File: src/rtl/big_merge_arb.sv
// Round-robin merge of N_IN valid/ready producers into one registered output slot.
// Define BIG_MERGE_ARB_STATS_EN to add saturating per-input grant counters (grant_cnt).
module big_merge_arb #(
    parameter int WIDTH = 11,
    parameter int N_IN  = 5,
    parameter int SRC_W = 3
) (
    input  logic                  clk,
    input  logic                  reset,
    input  logic [N_IN-1:0]       in_valid,
    input  logic [N_IN*WIDTH-1:0] in_data,
    output logic [N_IN-1:0]       in_ready,
    output logic                  out_valid,
    output logic [WIDTH-1:0]      out_data,
    output logic [SRC_W-1:0]      out_src,
    input  logic                  out_ready
`ifdef BIG_MERGE_ARB_STATS_EN
    ,
    output logic [N_IN*16-1:0]    grant_cnt
`endif
);

    logic             valid_q, valid_d;
    logic [WIDTH-1:0] data_q, data_d;
    logic [SRC_W-1:0] src_q, src_d;
    logic [SRC_W-1:0] rr_q, rr_d;
    logic             accept;
    logic             win_found;
    logic [SRC_W-1:0] win_idx;
    logic             grant;

    assign accept = !valid_q || out_ready;
    assign grant  = accept && win_found && !reset;

    // Search from rr_q upward, wrapping, and take the first valid input.
    always_comb begin
        win_found = 1'b0;
        win_idx   = '0;
        for (int k = 0; k < N_IN; k++) begin
            int idx;
            idx = int'(rr_q) + k;
            if (idx >= N_IN) idx = idx - N_IN;
            if (!win_found && in_valid[idx]) begin
                win_found = 1'b1;
                win_idx   = SRC_W'(idx);
            end
        end
    end

    always_comb begin
        in_ready = '0;
        if (grant) in_ready = N_IN'(1) << win_idx;
    end

    always_comb begin
        valid_d = valid_q;
        data_d  = data_q;
        src_d   = src_q;
        rr_d    = rr_q;
        if (accept) begin
            if (win_found) begin
                valid_d = 1'b1;
                data_d  = in_data[int'(win_idx)*WIDTH +: WIDTH];
                src_d   = win_idx;
                rr_d    = (win_idx == SRC_W'(N_IN-1)) ? '0 : win_idx + 1'b1;
            end else begin
                valid_d = 1'b0;
            end
        end
    end

    always_ff @(posedge clk or posedge reset) begin
        if (reset) begin
            valid_q <= 1'b0;
            data_q  <= '0;
            src_q   <= '0;
            rr_q    <= '0;
        end else begin
            valid_q <= valid_d;
            data_q  <= data_d;
            src_q   <= src_d;
            rr_q    <= rr_d;
        end
    end

    assign out_valid = valid_q;
    assign out_data  = data_q;
    assign out_src   = src_q;

`ifdef BIG_MERGE_ARB_STATS_EN
    logic [15:0] cnt_q [N_IN];

    always_ff @(posedge clk or posedge reset) begin
        if (reset) begin
            for (int i = 0; i < N_IN; i++) cnt_q[i] <= '0;
        end else begin
            for (int i = 0; i < N_IN; i++) begin
                if (in_valid[i] && in_ready[i] && cnt_q[i] != 16'hFFFF)
                    cnt_q[i] <= cnt_q[i] + 16'd1;
            end
        end
    end

    for (genvar g = 0; g < N_IN; g++) begin : g_cnt
        assign grant_cnt[g*16 +: 16] = cnt_q[g];
    end
`endif

endmodule
File: config.mk
export PLATFORM = sky130hd
export DESIGN_NAME = big_merge_arb
export DESIGN_NICKNAME = d
export VERILOG_FILES = /design/src/rtl/big_merge_arb.sv
export SDC_FILE = /design/constraint.sdc
export NUM_CORES = 1
export LEC_CHECK = 0
export ABC_AREA = 1
export CAP_MARGIN = 40
export CELL_PAD_IN_SITES_DETAIL_PLACEMENT = 1
export CELL_PAD_IN_SITES_GLOBAL_PLACEMENT = 1
export CORE_AREA = 5 5 100 102
export CTS_CLUSTER_DIAMETER = 150
export CTS_CLUSTER_SIZE = 24
export DETAILED_ROUTE_END_ITERATION = 6
export DIE_AREA = 0 0 105 107
export GPL_TIMING_DRIVEN = 0
export PLACE_DENSITY_LB_ADDON = 0.1
export SYNTH_ARGS = -nofsm -noshare
export SYNTH_HDL_FRONTEND = slang
export SYNTH_SLANG_ARGS = --single-unit
File: constraint.sdc
create_clock -name clk -period 2.9 [get_ports clk]
set_input_delay 0.435 -clock clk [delete_from_list [all_inputs] [get_ports clk]]
set_output_delay 0.435 -clock clk [all_outputs]
set_load 0.05 [all_outputs]
==> flow_summary_export.csv <==
group,metric,value,unit
status,run_status,"finished, violations left",
status,violations,"setup timing",
global_route,overflow,0,
placed_design,dpl_worst_slack,-1.349,ns
clock_network,cts_root_buffer,"clkbuf_8",
placed_design,gp_congestion,0.8278,
setup_path,path_common_cell,"nand2_4",
finish,n_antenna_cell,0,
synth,synthDistinctLibCells,28,
global_route,grt_pass1_vias,3439,
synth,synth_top_area_share,28.96,%
floorplanning,core-area,9021,um2
synth,ys_seq_elements,18,
clock_network,clkTransAtPathRegs,0.09,ns
sta,fin_ws,-0.6187,ns
setup_path,cp_num_buf_inv,8,
detailed_routing,wl_met3,444,um
clock_network,clockBufferDepth,2,
sta,finalHoldViolCount,0,
finish,nets,657,
clock_network,cts_buffers,3,
sta,hold_slack,0.3598,ns
detailed_routing,drt-vias-per-instance,4.899,
setup_path,crit_type,"flip-flop to primary output",
setup_path,crit_required,2.47,ns
synth,syn_area,2450,um2
global_route,grt_first_pass_wirelength,17460,um
floorplanning,rows,35,
synth,yosysSeqAreaShare,18.39,%
sta,period_minus_slack,3.519,ns
synth,syn_avg_cell_area,5.737,um2
finish,syn_to_final_growth,97.50,%
detailed_routing,highest-signal-layer,"met4",
synth,synth_edf_count,0,
placed_design,port_buffers,82,
setup_path,endpoint_kind,"primary output",
detailed_routing,wl_met2,6377,um
synth,ys.flop_type,"dfrtp_1",
detailed_routing,wl_met1,5224,um
sta,finalSetupViolCount,22,
synth,synthCells,427,
sta,fin_skew,0.01417,ns
setup_path,crit_fanout,7,
clock_network,cts_tree,"done",
synth,async_reset_ff_share,100.0,%
synth,synth_nets,503,
detailed_routing,drt_first_pass_iters,4,
sta,slew_headroom,63.22,%
floorplanning,fp.dieW,105,um
synth,synth_area_leaders,"nand2_1 (29%), dfrtp_1 (18%), nand3_1 (12%), ha_1 (6.6%), inv_1 (5.1%)",
floorplanning,pin_count,83,
floorplanning,die_y,107,um
setup_path,arrival,3.08,ns
sta,max_freq,284.2,MHz
setup_path,cp_slowest_cell,"dfrtp_2",
setup_path,startpoint_type,"flip-flop",
synth,post-synth-top-count-cell,"nand2_1",
global_route,grt_max_degree,18,
sta,worst_slew_pin_slew,0.5500,ns
synth,yosys_warnings,0,
setup_path,cpLargestDelayFamily,"simple AND/OR/NAND/NOR gates",
finish,drive_gt1_share,41.03,%
synth,yosysTopAreaCell,"nand2_1",
detailed_routing,final_antenna_net_count,0,
detailed_routing,drt-wirelength-per-cell,17.65,um
sta,period_share,121.3,%
hold_path,hp-class,"input port to async pin",
detailed_routing,vias,3385,
floorplanning,initial_utilization,27.16,%
detailed_routing,drc,0,
floorplanning,die_area,11240,um2
detailed_routing,drt_iter0_markers,108,
job,max-cap-violations,0,
placed_design,hpwlAfterDp,7938,um
global_route,antenna_found_initial,0,
detailed_routing,routed_wl,12200,um
sta,slew_violations,0,
sta,rsz0062_at_grt,"true",
global_route,grtUsageTotal,18.99,%
setup_path,cp_slowest_stage_delay,0.43,ns
clock_network,htree_levels,1,
clock_network,clk_latency,0.28,ns
synth,ys_top_cells_by_count,"nand2_1 (189), nand3_1 (57), inv_1 (33)",
clock_network,cts_sinks,18,
setup_path,worstPathCellList,"inv_2, buf_12, ha_4, inv_2, ha_4, inv_8, nand2_8, o21ai_2, nand3_2, nand3_4, nand2_4, nand2_4, nor2_4, buf_4, buf_6, nand4_4, nand3_4, inv_6, nand2_4, nor3_4, buf_6",
clock_network,hold_buffers,0,
worst register-to-register path, cell delays in order (launching register included):
cell and delay [ns]:
dfrtp_2 0.43, inv_2 0.09, buf_12 0.12, ha_4 0.12, inv_2 0.04, ha_4 0.16
inv_8 0.08, nand2_8 0.08, o21ai_2 0.23, nand3_2 0.14, nand3_4 0.11, nand2_4 0.07
nand2_4 0.08, nor2_4 0.05, nand2_2 0.07, buf_4 0.10, buf_4 0.10, inv_2 0.03
nand2_2 0.06, nand2_4 0.09, buf_6 0.13, buf_6 0.10, buf_6 0.11, buf_12 0.12
clkbuf_16 0.14, a21oi_1 0.19, a21oi_2 0.09
cells by family after synthesis:
group           after synthesis  share of synthesized area, %
compound gates               38                         8.427
fa+ha+maj                    13                         6.640
xor+xnor                      2                        0.7151
buf+inv                      53                         10.47
flops                        18                         18.39
simple gates                303                         55.36
cell usage in the layout (no fill, tap or decap), types with 12 or more instances in the layout:
master / n
dfrtp_1: 15
nand3_1: 44
nand2_4: 12
clkdlybuf4s50_1: 77
nor2_1: 13
a21oi_2: 13
inv_1: 23
nand2_2: 45
nand3_2: 15
buf_6: 25
buf_4: 42
nand2_1: 141
layout make-up:
cell class | count | area, um2
Timing Repair Buffer | 148 | 1490
Inverter | 42 | 207.7
Sequential cell | 18 | 454.2
Buffer | 11 | 147.6
Tap cell | 111 | 138.9
Clock buffer | 4 | 55.05
Multi-Input combinational cell | 356 | 2338
Fill cell | 1131 | 4183
Timing Repair inverter | 1 | 6.256
through the flow:
| step | area, um2 | cells | util, % | setup TNS, ns |
|---|---|---|---|---|
| finish | 4838 | 691 | 53.63 | -7.375 |
| global route | 4838 | 691 | 53.63 | -11.35 |
| CTS | 4327 | 671 | 47.96 | -5.383 |
| detailed placement | 3623 | 621 | 40.17 | -10.30 |
| global placement | 3596 | 620 | 39.86 | -9.220 |
| floorplan | 2636 | 427 | - | -0.8210 |
final timing paths:
path | from | to | slack, ns | depth (start not counted)
worst max-delay path | rr_q[0]$_DFFE_PP0P_ | in_ready[0] | -0.62 | 21
worst min-delay path | reset | out_data[8]$_DFFE_PP0P_ | 0.36 | 2
worst max register to register | rr_q[0]$_DFFE_PP0P_ | out_data[3]$_DFFE_PP0P_ | -0.33 | 26
worst min register to register | out_src[1]$_DFFE_PP0P_ | out_src[1]$_DFFE_PP0P_ | 0.52 | 2
max in group asynchronous | reset | out_data[0]$_DFFE_PP0P_ | 2.16 | 3
min in group clk | out_src[1]$_DFFE_PP0P_ | out_src[1]$_DFFE_PP0P_ | 0.52 | 2
per-layer routing:
metal / vias up / track usage (%)
met5: - / 0
met1: 1621 / 25.36
met2: 72 / 33.14
li1: 1679 / -
met4: 0 / 3.288
met3: 13 / 2.348
state kept, by name (all words and copies together), names as in the netlist:
register,cells
out_src,3
out_data,11
out_valid,1
rr_q,3
timing repair:
action	4_1_cts	5_1_grt
cloned	2	2
gates resized for setup	110	89
pin swaps	34	35
endpoints found under the setup margin	23	23
setup buffers	44	22
hold endpoints to repair	0	0
Power is left out: the tool's default activity adds up to more than one toggle a clock period on the data nets, which glitch-free logic cannot reach.
